--- config.mk ---
export PLATFORM = sky130hd
export DESIGN_NAME = a0_uart_tx
export DESIGN_NICKNAME = d
export VERILOG_FILES = /design/src/rtl/a0_uart_tx.sv
export SDC_FILE = /design/constraint.sdc
export NUM_CORES = 1
export LEC_CHECK = 0
export BUFFER_PORTS_ARGS = -buffer_cell sky130_fd_sc_hd__buf_2
export CAP_MARGIN = 30
export CORE_MARGIN = 2
export CORE_UTILIZATION = 45
export CTS_CLUSTER_DIAMETER = 50
export DETAILED_ROUTE_END_ITERATION = 16
export REMOVE_ABC_BUFFERS = 1
export SLEW_MARGIN = 0
export SYNTH_ARGS = -nofsm -noshare
export SYNTH_HDL_FRONTEND = slang
export SYNTH_SLANG_ARGS = --single-unit
--- constraint.sdc ---
create_clock -name clk -period 4.6 [get_ports clk]
set_input_delay 0.69 -clock clk [delete_from_list [all_inputs] [get_ports clk]]
set_output_delay 0.69 -clock clk [all_outputs]
set_load 0.005 [all_outputs]
--- src/rtl/a0_uart_tx.sv ---
// rtl/a0_uart_tx.sv - streams every change of the core's a0 tap out of a UART 8N1 line through a word FIFO
// A0_TX_HEX_EN selects 8 hex digits plus newline per word; otherwise 4 raw bytes, least-significant first.
module a0_uart_tx #(
   parameter int DATA_WIDTH   = 32,
   parameter int CLKS_PER_BIT = 16,
   parameter int FIFO_DEPTH   = 4
) (
   input  logic                  clk,
   input  logic                  rst,
   input  logic [DATA_WIDTH-1:0] a0,
   output logic                  tx,
   output logic                  busy,
   output logic                  fifo_full,
   output logic [7:0]            drop_cnt
);
   localparam int AW = $clog2(FIFO_DEPTH);
   localparam logic [AW:0] DEPTH_C     = (AW+1)'(FIFO_DEPTH);
   localparam logic [15:0] BAUD_RELOAD = 16'(CLKS_PER_BIT - 1);
`ifdef A0_TX_HEX_EN
   localparam logic [3:0]  LAST_BYTE   = 4'd8;
`else
   localparam logic [3:0]  LAST_BYTE   = 4'd3;
`endif

   localparam logic [1:0] S_IDLE  = 2'd0;
   localparam logic [1:0] S_START = 2'd1;
   localparam logic [1:0] S_DATA  = 2'd2;
   localparam logic [1:0] S_STOP  = 2'd3;

   logic [DATA_WIDTH-1:0] last_a0;
   logic [DATA_WIDTH-1:0] mem [FIFO_DEPTH];
   logic [AW-1:0]         wr_ptr;
   logic [AW-1:0]         rd_ptr;
   logic [AW:0]           count;
   logic [AW:0]           count_next;
   logic [1:0]            state;
   logic [15:0]           baud_cnt;
   logic [2:0]            bit_idx;
   logic [3:0]            byte_idx;
   logic [DATA_WIDTH-1:0] word_q;
   logic [7:0]            byte_sr;
   logic                  push_req;
   logic                  pop;
   logic                  push_ok;

   function automatic logic [7:0] byte_sel(input logic [31:0] w, input logic [3:0] idx);
      logic [7:0] res;
`ifdef A0_TX_HEX_EN
      logic [3:0] nib;
      case (idx)
         4'd0:    nib = w[31:28];
         4'd1:    nib = w[27:24];
         4'd2:    nib = w[23:20];
         4'd3:    nib = w[19:16];
         4'd4:    nib = w[15:12];
         4'd5:    nib = w[11:8];
         4'd6:    nib = w[7:4];
         4'd7:    nib = w[3:0];
         default: nib = 4'h0;
      endcase
      if (idx == 4'd8)        res = 8'h0A;
      else if (nib < 4'd10)   res = 8'h30 + {4'h0, nib};
      else                    res = 8'h37 + {4'h0, nib};
`else
      case (idx)
         4'd0:    res = w[7:0];
         4'd1:    res = w[15:8];
         4'd2:    res = w[23:16];
         default: res = w[31:24];
      endcase
`endif
      return res;
   endfunction

   // A push into a full FIFO still succeeds when the transmitter frees a slot on the same edge.
   assign push_req = (a0 != last_a0);
   assign pop      = (state == S_IDLE) && (count != '0);
   assign push_ok  = push_req && ((count != DEPTH_C) || pop);

   always_comb begin
      count_next = count;
      if (push_ok && !pop)      count_next = count + 1'b1;
      else if (pop && !push_ok) count_next = count - 1'b1;
   end

   always_ff @(posedge clk) begin
      if (rst) begin
         last_a0   <= '0;
         wr_ptr    <= '0;
         rd_ptr    <= '0;
         count     <= '0;
         fifo_full <= 1'b0;
         drop_cnt  <= 8'd0;
      end else begin
         if (push_req) last_a0 <= a0;
         if (push_ok)  wr_ptr  <= wr_ptr + 1'b1;
         if (pop)      rd_ptr  <= rd_ptr + 1'b1;
         count     <= count_next;
         fifo_full <= (count_next == DEPTH_C);
         if (push_req && !push_ok && (drop_cnt != 8'hFF)) drop_cnt <= drop_cnt + 8'd1;
      end
   end

   always_ff @(posedge clk) begin
      if (push_ok) mem[wr_ptr] <= a0;
   end

   always_ff @(posedge clk) begin
      if (rst) begin
         state    <= S_IDLE;
         tx       <= 1'b1;
         busy     <= 1'b0;
         baud_cnt <= 16'd0;
         bit_idx  <= 3'd0;
         byte_idx <= 4'd0;
         word_q   <= '0;
         byte_sr  <= 8'd0;
      end else begin
         case (state)
            S_IDLE: begin
               if (pop) begin
                  word_q   <= mem[rd_ptr];
                  byte_idx <= 4'd0;
                  byte_sr  <= byte_sel(mem[rd_ptr], 4'd0);
                  baud_cnt <= BAUD_RELOAD;
                  tx       <= 1'b0;
                  busy     <= 1'b1;
                  state    <= S_START;
               end
            end
            S_START: begin
               if (baud_cnt == 16'd0) begin
                  baud_cnt <= BAUD_RELOAD;
                  bit_idx  <= 3'd0;
                  tx       <= byte_sr[0];
                  byte_sr  <= byte_sr >> 1;
                  state    <= S_DATA;
               end else begin
                  baud_cnt <= baud_cnt - 16'd1;
               end
            end
            S_DATA: begin
               if (baud_cnt == 16'd0) begin
                  baud_cnt <= BAUD_RELOAD;
                  if (bit_idx == 3'd7) begin
                     tx    <= 1'b1;
                     state <= S_STOP;
                  end else begin
                     bit_idx <= bit_idx + 3'd1;
                     tx      <= byte_sr[0];
                     byte_sr <= byte_sr >> 1;
                  end
               end else begin
                  baud_cnt <= baud_cnt - 16'd1;
               end
            end
            S_STOP: begin
               if (baud_cnt == 16'd0) begin
                  if (byte_idx == LAST_BYTE) begin
                     busy  <= 1'b0;
                     state <= S_IDLE;
                  end else begin
                     byte_idx <= byte_idx + 4'd1;
                     byte_sr  <= byte_sel(word_q, byte_idx + 4'd1);
                     baud_cnt <= BAUD_RELOAD;
                     tx       <= 1'b0;
                     state    <= S_START;
                  end
               end else begin
                  baud_cnt <= baud_cnt - 16'd1;
               end
            end
            default: state <= S_IDLE;
         endcase
      end
   end
endmodule
* Word level (Yosys, flattened, before mapping) *
Memory sizes are Yosys's and may differ from the RTL's. A register that Yosys moved wholly into a read port is not among the register bits.
Cells that the tools add are included.

storage, ports and cells
  memories = 1
  input port bits = 34
  register bits = 115
  memory bits (writable) = 128
  logic and storage cells = 112
  output and inout port bits = 11

cells by class
  equality and inequality tests = 20
  mux-type cells = 45
  reductions and logical operators = 24
  $add $sub $neg = 8

memories
  name  words  width  rd ports  clocked after Yosys merged registers in  write ports  line  source
  mem   4      32     1         1                                        1            31    logic [DATA_WIDTH-1:0] mem [FIFO_DEPTH];

operator list
  cell                                                  number
  two-way mux 16 bit                                    4
  two-way mux 8 bit                                     6
  one-hot mux 16 bit (3 select lines)                   1
  inequality test 32 bit                                1
  one-hot mux 8 bit (4 select lines)                    1
  one-hot mux 8 bit (3 select lines)                    1
  logical NOT 16 bit                                    1
  inequality test 2 bit (second input constant)         8
  subtractor 16 x 1 -> 16 bit (second input constant)   1
  two-way mux 3 bit                                     5
  two-way mux 2 bit                                     7
  two-way mux 1 bit                                     12
  two-way mux 4 bit                                     3
  AND reduction 4 bit                                   3
  AND reduction 5 bit                                   2
  adder 8 x 1 -> 8 bit (second input constant)          1
  equality test 4 x 2 -> 1 bit (second input constant)  2
  inequality test 8 bit (second input constant)         1
  one-hot mux 2 bit (4 select lines)                    1
  one-hot mux 4 bit (2 select lines)                    1
  adder 3 x 1 -> 3 bit (second input constant)          2
  equality test 3 bit (second input constant)           2
  logical AND 1 bit                                     6
  inequality test 3 bit (second input constant)         2
  other kinds (18)                                      23

* Longest topological paths before layout *
  depth in word-level cells = 9
  depth in mapped cells = 11

* Worst setup path after synthesis *
Ideal clock, no wire load.

  path type = input to register
  start = in a0[8]
  end = mem mem[0][0], enable pin
  stages = 6
  path buffers = 1
  setup slack = 1889 ps
  data arrival time = 2307 ps
  data required time = 4196 ps
  setup time = 404 ps
  cell sequence = xor2_1 -> nor4_1 -> nand4_1 -> or2_1 -> buf_6 -> and3_1

on the way
  longest elaborated chain between the ends = 4

RTL lines
  element                                  line  source
  start: declaration                       10    input logic [DATA_WIDTH-1:0] a0,
  inequality test 32 bit                   76    assign push_req = (a0 != last_a0);
  logical AND 1 bit                        78    assign push_ok = push_req && ((count != DEPTH_C) || pop);
  two-way mux 1 bit                        105   if (push_ok) mem[wr_ptr] <= a0;
  two-way mux 1 bit (not written as such)  105
  end: declaration                         31

No other way between the ends.

* Worst setup path after layout *
  start = reg last_a0[31]
  end = mem mem[2][8], enable pin

on the way
  longest elaborated chain between the ends = 4

RTL lines
  element                                  line  source
  start: declaration                       30    logic [DATA_WIDTH-1:0] last_a0;
  start signal: assignment                 88    last_a0 <= '0;
  start signal: assignment                 95    if (push_req) last_a0 <= a0;
  inequality test 32 bit                   76
  logical AND 1 bit                        78
  two-way mux 1 bit                        105
  two-way mux 1 bit (not written as such)  105

No other way between the ends.

==> impl_metrics.toml <==
[clocking]
cts_setup_buffers = 0
clock_sinks = 245
clockBufferDepth = 3
htree_levels = 1
postCtsResizedCells = 0
ctsHoldBuffers = 0
clk_pin_slew_ns = 0.06
numCtsBuffers = 29
clk_latency_ns = 0.55
cts_tree = "done"
root_buffer = "clkbuf_16"

[global_routing]
grt-ovfl-total = 0
grt_max_degree = 91
grt_pass1_wl_um = 34800
grt_pass1_vias = 6670
antenna_found_initial = 1
grt_usage = 0.183

[sta]
worstMarginPinSlew_ns = 0.947
fin_setup_tns_ns = 0
hold_violations = 0
whs_ns = 0.389
setup_slack_ns = 1.46
finalClockSkew_ns = 0.0113
rsz0062_at_grt = "no"
max_freq_ghz = 0.319
setup_viol = 0
relSlewSlack = 0.368
finalCritPeriodShare = 0.682
finalCriticalPeriod_ns = 3.14
slew_violations = 0

[power_and_ir_drop]
vdd_ir_drop_max_v = 0.000389
p_total_mw = 7.50
p_leak_nw = 4.19
p_per_area_nw_per_um2 = 646

[placement]
gp_congestion = 0.796
dpl-instance-area_um2 = 10600
portBuffers = 44
place_ws_ns = 0.844
placedCellCount = 1100
hpwl_um = 13300

[layout]
diodes = 0
area_growth_pct = 15.4
final_cells = 1155
utilization = 0.531
drive_above_1_share = 0.168
nets = 908
design_area_um2 = 11600

[worst_setup_path]
crit_path_max_fanout = 32
cp_slowest_cell = "nor4_1"
endpoint_kind = "flip-flop"
path_class = "reg2reg"
cp.arrival_ns = 3.38
worst_setup_path_start_kind = "flip-flop"
critPathRequiredTime_ns = 4.84
max_stage_delay_ns = 0.67
crit_chain = "xor2_1 > nor4_1 > nand4_1 > or2_1 > and3_1 > buf_4"

[logic_synthesis]
seq_area_frac_synth = 0.614
yosys.area.top_type = "edfxtp_1"
postSynth.asyncResetShare = 0
ys_types = 57
synth_enable_flop_cells = 128
ys_ff_latch = 245
yosysMostFrequentCell = "edfxtp_1"
synth_area_um2 = 10100
synth_top_area_frac = 0.382
synthCells = 810
synth_common_cells = "edfxtp_1, dfxtp_1, nand2_1, a21oi_1, xor2_1"
synth_ff_type = "edfxtp_1"
syn_area_per_cell_um2 = 12.4
synth_area_leaders = "edfxtp_1, dfxtp_1, mux4_2"
synth_warnings = 0

[die]
initial_core_util = 0.460
die_h_um = 154
design.die.area_um2 = 23600
io_pins = 45
core_area_um2 = 21900
rows = 54
dieWidth_um = 154

[run_status]
outcome = "completed"

[route]
wire_per_inst_um = 18.3
drtIter0Drc = 458
via_per_inst = 5.58
ant_nets = 0
vias = 6441
drc_errors = 0
dr.pass1.iters = 8
wl_um = 21200

[job]
maxCapViolCount = 0

[worst_hold_path]
worstHoldPathType = "in2reg"
==> cell type report <==
type,count,area [um^2]
multi-input cells,505,3640
fillers,1883,10300
flip-flops and latches,245,6190
clock buffers,36,782
repair buffers,56,353
inverters,16,60.1
clock inverters,17,248
well taps,280,350
==> sequential cells by signal, summed over array words and instances (netlist names), named ones only <==
name       count
count          3
mem          128
byte_sr        8
busy           1
bit_idx        3
tx             1
drop_cnt       8
baud_cnt      16
state          2
fifo_full      1
wr_ptr         2
last_a0       32
byte_idx       4
rd_ptr         2
word_q        32
==> worst max-delay path: cells and delay by family, from the launching register on <==
family / cells / cell delay (ns)
buffers and inverters: 1 / 0.28
and+or+nand+nor: 4 / 2.04
xor gates and xnor gates: 1 / 0.16
DFF: 1 / 0.31
==> path summary, 6_finish.rpt <==
check	from	end	slack, ns	depth (start not counted)
setup / recovery	last_a0[31]	mem[2][8]	1.46	6
hold / removal	a0[18]	mem[1][18]	0.39	1
setup reg to reg	last_a0[31]	mem[2][8]	1.46	6
hold reg to reg	word_q[14]	word_q[14]	0.46	2
==> routing by layer <==
metal  global-route usage  vias up  part of all wire
li1                     -     3076                 -
met1                0.239     3177              0.43
met2                0.312      141              0.50
met3               0.0327       45             0.042
met4               0.0564        2             0.026
met5                    0        -           0.00047
==> logic make-up (layout without fill, tap and decap cells) <==
family | count (synthesis) | in the layout | share of synthesized area
fa+ha+maj | 21 | 21 | 0.0261
compound gates | 134 | 134 | 0.0830
buf+inv | 60 | 125 | 0.0245
simple gates | 263 | 263 | 0.132
xor+xnor | 51 | 51 | 0.0443
flops | 245 | 245 | 0.614
mux | 36 | 36 | 0.0757
==> where the power goes <==
| part | internal [mW] | switching, mW |
|---|---|---|
| combinational | 0.838 | 1.31 |
| clock | 1.50 | 0.897 |
| sequential | 2.69 | 0.264 |
| total | 5.03 | 2.47 |
==> layout by cell type, fill, tap and decap left out, drive strengths merged, types with 5 or more instances in the layout <==
master / n
a222oi: 8
mux4: 32
or3: 8
dfxtp: 117
a21oi: 64
nor2b: 34
bufinv: 5
nor3: 15
o21ai: 23
a31oi: 7
xor2: 41
nand3: 11
ha: 21
edfxtp: 128
clkinv: 7
buf: 56
clkbuf: 36
nand4: 9
inv: 19
and3: 10
nor2: 38
xnor2: 10
or2: 5
nand2: 97
a311oi: 8
nor4: 20
Note: power is estimated with default switching activity, not from simulation.
